### src/rtl/irq_pkg.sv
// irq_pkg: shared state encoding and constants for the interrupt controller
package irq_pkg;
   typedef enum logic [1:0] {IDLE, TRAP, SERVICE, ACK} irq_state_e;
   localparam logic [31:0] MCAUSE_IRQ_BASE = 32'h8000_0010;
   localparam int MIE_IRQ_LSB = 16;
   localparam int ID_W = 4;
endpackage

### src/rtl/irq_prio_enc.sv
// irq_prio_enc: rotating priority encoder, search starts at base_i and wraps
module irq_prio_enc import irq_pkg::*; #(
   parameter int N = 16
) (
   input  logic [N-1:0]    req_i,
   input  logic [ID_W-1:0] base_i,
   output logic            valid_o,
   output logic [ID_W-1:0] id_o
);
   // walk from the farthest offset down so the nearest set bit to base wins
   always_comb begin
      valid_o = 1'b0;
      id_o = '0;
      for (int i = N - 1; i >= 0; i--) begin
         if (req_i[(int'(base_i) + i) % N]) begin
            valid_o = 1'b1;
            id_o = ID_W'((int'(base_i) + i) % N);
         end
      end
   end
endmodule

### src/rtl/irq_ctrl.sv
// irq_ctrl: interrupt controller feeding the CSR file; IRQ_ROUND_ROBIN_EN selects rotating arbitration
module irq_ctrl import irq_pkg::*; #(
   parameter int IRQ_NUM = 16
) (
   input  logic               clk_i,
   input  logic               rst_i,
   input  logic [IRQ_NUM-1:0] irq_req_i,
   input  logic [31:0]        mie_i,
   input  logic               core_ready_i,
   input  logic               mret_i,
   output logic               irq_o,
   output logic [31:0]        mcause_o,
   output logic [IRQ_NUM-1:0] irq_ack_o,
   output logic               busy_o
);
   irq_state_e state_q, state_d;
   logic [ID_W-1:0] id_q, id_d, base, sel_id;
   logic [31:0] mcause_q, mcause_d;
   logic [IRQ_NUM-1:0] req_q, pending, ack;
   logic sel_valid, load, mie_unused;

   assign mie_unused = ^mie_i;
   assign pending = req_q & mie_i[MIE_IRQ_LSB +: IRQ_NUM];
   assign ack = (state_q == ACK) ? IRQ_NUM'(1) << id_q : '0;

`ifdef IRQ_ROUND_ROBIN_EN
   logic [ID_W-1:0] last_q;
   assign base = (int'(last_q) == IRQ_NUM - 1) ? '0 : last_q + ID_W'(1);
   // remember the last serviced line so the next search starts just past it
   always_ff @(posedge clk_i) begin
      if (rst_i) last_q <= ID_W'(IRQ_NUM - 1);
      else if (state_q == ACK) last_q <= id_q;
   end
`else
   assign base = '0;
`endif

   irq_prio_enc #(.N(IRQ_NUM)) u_enc (
      .req_i  (pending),
      .base_i (base),
      .valid_o(sel_valid),
      .id_o   (sel_id)
   );

   // next state, selection latch and cause; only IDLE arbitrates
   always_comb begin
      load = (state_q == IDLE) && sel_valid;
      state_d = (state_q == IDLE)    ? (sel_valid    ? TRAP    : IDLE)    :
                (state_q == TRAP)    ? (core_ready_i ? SERVICE : TRAP)    :
                (state_q == SERVICE) ? (mret_i       ? ACK     : SERVICE) : IDLE;
      id_d = load ? sel_id : id_q;
      mcause_d = load ? MCAUSE_IRQ_BASE + 32'(sel_id) : mcause_q;
   end

   // state registers; the acked line is masked out of the sample so a
   // peripheral dropping its request on the ACK edge cannot retrigger
   always_ff @(posedge clk_i) begin
      if (rst_i) begin
         state_q <= IDLE;
         id_q <= '0;
         mcause_q <= '0;
         req_q <= '0;
      end else begin
         state_q <= state_d;
         id_q <= id_d;
         mcause_q <= mcause_d;
         req_q <= irq_req_i & ~ack;
      end
   end

   assign irq_o = (state_q == TRAP);
   assign busy_o = (state_q != IDLE);
   assign mcause_o = mcause_q;
   assign irq_ack_o = ack;
endmodule
### config.mk
export PLATFORM = sky130hd
export DESIGN_NAME = irq_ctrl
export DESIGN_NICKNAME = d
export VERILOG_FILES = /design/src/rtl/irq_pkg.sv /design/src/rtl/irq_prio_enc.sv /design/src/rtl/irq_ctrl.sv
export SDC_FILE = /design/constraint.sdc
export NUM_CORES = 1
export LEC_CHECK = 0
export BUFFER_PORTS_ARGS = -buffer_cell sky130_fd_sc_hd__buf_2
export CORE_ASPECT_RATIO = 1.25
export CORE_MARGIN = 4
export CORE_UTILIZATION = 30
export DETAILED_ROUTE_END_ITERATION = 7
export GPL_ROUTABILITY_DRIVEN = 0
export PLACE_DENSITY = 0.62
export SLEW_MARGIN = 20
export SYNTH_ARGS = -nofsm -noshare
export SYNTH_HDL_FRONTEND = slang
export SYNTH_SLANG_ARGS = --single-unit
### constraint.sdc
create_clock -name clk_i -period 1.8 [get_ports clk_i]
set_input_delay 0 -clock clk_i [delete_from_list [all_inputs] [get_ports clk_i]]
set_output_delay 0 -clock clk_i [all_outputs]
set_load 0.005 [all_outputs]
Word level (Yosys, flattened, before mapping):

Index checks and enable logic that the tools add are counted.

* bits of input ports: 52
* word-level logic and storage cells: 54
* memories kept: 0
* flip-flop bits (word level): 54
* bits in latches: 0
* memory bits (read-only): 0
* memory bits (writable): 0

* multipliers: 0
* shift operators: 1
* magnitude comparators: 0
* add/sub/neg operators: 1
* divide/modulo/power cells: 0
* eq/ne operators: 3
* bitwise operators: 3
* mux-type cells: 39
* reduce and logical (&&, ||, !) cells: 3

Operator list (number)
* 4-bit two-way mux: 16
* 32-bit by 4-bit adder with 32-bit output, first input constant: 1
* 16-bit AND: 2
* 1-bit two-way mux: 18
* 16-bit two-way mux: 1
* 16-bit NOT: 1
* 1-bit by 4-bit << shifter with 16-bit output, first input constant: 1
* 2-bit two-way mux: 4
* 2-bit == test, second input constant: 2
* 2-bit by 1-bit == test with 1-bit output, second input constant: 1
* 2-bit logical NOT: 1
* 2-bit nonzero test: 1
* 1-bit logical AND: 1

Longest topological paths before layout:

* word-level depth: 19
* mapped depth: 5
* mapped depth without buffers: 5

Hierarchy:

A second synthesis with hierarchy kept.

* cell total of the unflattened synthesis: 390
* area total of the unflattened synthesis: 3489.6 sq um

Modules (own cells, without submodules)
* irq_prio_enc: cells an instance 259, times used 1, seq. area each 0.0 sq um, area each 2328.5 sq um
* irq_ctrl: cells an instance 131, times used 1, seq. area each 460.4 sq um, area each 1161.1 sq um

Worst setup path before layout:

Ideal clock, no wire load.

* path kind: register to register
* start point: reg state_q[0]
* end point: reg id_q[2]
* path slack: 0.367 ns
* stages on the path, launching flop included: 6
* arrival time: 1.362 ns
* buffers on the path: 0
* cell sequence: dfxtp_1 -> or2_4 -> a41oi_4 -> nor2_2 -> or3_1 -> a21oi_1

* cells in the longest elaborated chain, start to end: 2

Ends and longest elaborated chain
* from (decl): RTL line irq_ctrl.sv:16 `irq_state_e state_q, state_d;`
* from (signal assigned): RTL line irq_ctrl.sv:64 `state_q <= state_d;`
* 2-bit logical NOT: RTL line irq_ctrl.sv:47 `load = (state_q == IDLE) && sel_valid;`
* 1-bit logical AND: RTL line irq_ctrl.sv:47
* to (signal assigned): RTL line irq_ctrl.sv:65 `id_q <= id_d;`
* to (decl): RTL line irq_ctrl.sv:17 `logic [ID_W-1:0] id_q, id_d, base, sel_id;`

Every way passes these cells.
A chain may end at the register's enable or synchronous reset.

Final worst setup path:

Same ends and word-level chain as after synthesis.

==> impl_metrics.py <==
metrics = {
    "global_routing": {
        "track_usage_pct": 13.8,
        "grt_max_degree": 25,
        "antenna_found_initial": 0,
        "first_global_vias": 1196,
        "overflow": 0,
        "grt_first_pass_wirelength_um": 5620,
    },
    "worst_hold_path": {
        "hold_class": "in2reg",
        "holdPathStages": 2,
    },
    "final_layout": {
        "final_area_mm2": 0.00174,
        "multi_input_area_um2": 707,
        "fillers": 442,
        "layoutNonFillerInstCount": 280,
        "syn2layout_area_growth_pct": 35.0,
        "diodes": 0,
        "seqCellArea_um2": 460,
        "drive_gt1_share_pct": 30.8,
        "final_nets": 277,
    },
    "drt": {
        "drc": 0,
        "wirelength_um": 3750,
        "drtAntennaViolNets": 0,
        "drt_iter0_markers": 28,
        "dr.pass1.iters": 4,
        "vias": 1279,
        "via_per_inst": 4.57,
        "post_drt_wl_per_cell_um": 13.4,
    },
    "clocking": {
        "cts_root_buffer": "clkbuf_8",
        "cts_tree": "done",
        "clk_transition_reported_paths_ns": 0.08,
        "clk_latency_ns": 0.26,
        "numCtsBuffers": 3,
        "cts_max_level": 1,
        "cts.path.max_buffers": 2,
        "cts_sinks": 23,
    },
    "synth": {
        "syn_area_mm2": 0.00129,
        "synth_area_leaders": "dfxtp_1, buf_4, nor3b_1, a22oi_1, nor2_1",
        "ys_types": 32,
        "ys_ff_latch": 23,
        "yosysMostFrequentCell": "buf_4",
        "yosysSeqAreaShare_pct": 35.8,
        "yosysTopAreaCellShare_pct": 35.8,
        "synth-edff-count": 0,
        "synthArstFlopShare_pct": 0,
        "syn_area_per_cell_um2": 8.64,
        "synth_commonest_cells": "buf_4, dfxtp_1, nor2_1, nor3b_1, nand2_1",
        "ys.warnings.count": 0,
        "synthCells": 149,
        "yosys.area.top_type": "dfxtp_1",
        "synth_ff_type": "dfxtp_1",
    },
    "setup_path": {
        "crit_type": "reg2reg",
        "cp_num_cells": 5,
        "cp-end-kind": "flop",
        "r2r_cells": 5,
        "startpoint_type": "flop",
        "worstPathArrival_ns": 1.75,
        "cp.buffers_inverters": 0,
        "crit_fanout": 6,
        "cp_data_required_time_ns": 2.00,
        "critPathTopFamily": "simple AND/OR/NAND/NOR gates",
        "critical_path.cell_chain": "or2_4, a41oi_4, nor2_2, or3_1, a21oi_1",
        "cp_slowest_cell": "dfxtp_1",
        "cpPeakStageDelay_ns": 0.35,
    },
    "floorplanning": {
        "ios": 102,
        "die_x_um": 66.6,
        "fp.dieH_um": 81.2,
        "dieArea_mm2": 0.00541,
        "fp-row-count": 26,
        "initial_core_util_pct": 31.2,
        "core-area_mm2": 0.00413,
    },
    "job": {
        "drv_cap": 0,
    },
    "sta": {
        "finClkSkew_ns": 0.00269,
        "layout_setup_ws_ns": 0.248,
        "fin_crit_ns": 1.55,
        "rsz0062_at_grt": "no",
        "finalCritPeriodShare_pct": 86.2,
        "slew_viol_final": 0,
        "max_freq_mhz": 644,
        "setup_viol": 0,
        "hold_violations": 0,
        "finalSetupTns_ns": 0,
    },
    "place": {
        "placed_area_mm2": 0.00155,
        "place_hpwl_um": 2930,
        "post-place-cells": 262,
        "portBuffers": 59,
        "dp_slack_ns": 0.264,
    },
    "outcome": {
        "status": "completed",
    },
    "pwr": {
        "ir_worst_vdd_uv": 372,
        "p_leak_uw": 0.000807,
        "power.density_mw_per_mm2": 705,
        "power_uw": 1230,
    },
}
## per-stage QoR
step | hold slack, ns | util, %
floorplan | 0.0761 | -
global placement | 0.240 | 37.6
detailed placement | 0.252 | 37.6
CTS | 0.0000146 | 42.1
global route | 0.00734 | 42.1
finish | 0.000145 | 42.1
## cell families after synthesis
group | count (synthesis) | synth area share, %
AND/OR/NAND/NOR | 65 | 27.2
AO/OA/AOI/OAI | 30 | 20.1
other | 1 | 0.291
flip-flops | 23 | 35.8
buffers and inverters | 30 | 16.6
## where the power goes
group / internal [uW] / switching [uW] / total [uW]
combinational: 156 / 156 / 312
clock: 155 / 164 / 319
sequential: 551 / 44.4 / 595
total: 861 / 365 / 1230
## flip-flops by register name, summed over array words and instances (netlist names)
| name | flops |
|---|---|
| state_q | 2 |
| req_q | 16 |
| id_q | 3 |
| mcause_o | 2 |
## layer usage
layer / vias to the layer above / global-route usage, % / wire length, um
li1: 630 / - / -
met1: 591 / 14.9 / 1380
met2: 51 / 26.1 / 2060
met3: 7 / 1.94 / 246
met4: 0 / 6.10 / 66
met5: - / 0 / 0
## area by class of cell
type,instances,share of cell area [%]
clock buffers,3,2.38
repair buffers,75,25.9
inverters,1,0.216
clock inverters,1,0.288
flip-flops and latches,23,26.5
well taps,56,4.03
multi-input cells,121,40.7
## path summary, 6_finish.rpt
check,from,slack [ns],endpoint
worst min-delay path,irq_req_i[13],0.0001,req_q[13]
worst max-delay path,state_q[0],0.25,id_q[2]
worst min register to register,id_q[2],0.53,id_q[2]
worst max register to register,state_q[0],0.25,id_q[2]
## timing repair
item / 4_1_cts / 5_1_grt
hold buffers: 14 / 0
hold endpoints to repair: 14 / 0
setup endpoints to repair: 0 / 0
buffers inserted: 0 / 0
resized for setup: 0 / 0
## layout by cell type, fill, tap and decap left out, drive strengths merged
cell         instances
buf                 61
conb                26
dfxtp               23
nor2                17
nor3b               16
nand2               14
dlygate4sd3         14
a22oi                9
nor3                 6
a21oi                5
nand2b               3
clkbuf               3
or3                  2
a41oi                2
a31oi                2
a22o                 2
o21ai                2
a32o                 2
nand4                1
nand4b               1
or2                  1
nor2b                1
and2b                1
inv                  1
o211ai               1
nand3                1
a21o                 1
a222oi               1
o2111ai              1
a221oi               1
a211o                1
nand3b               1
clkinv               1
(Power assumes the default switching activity.)
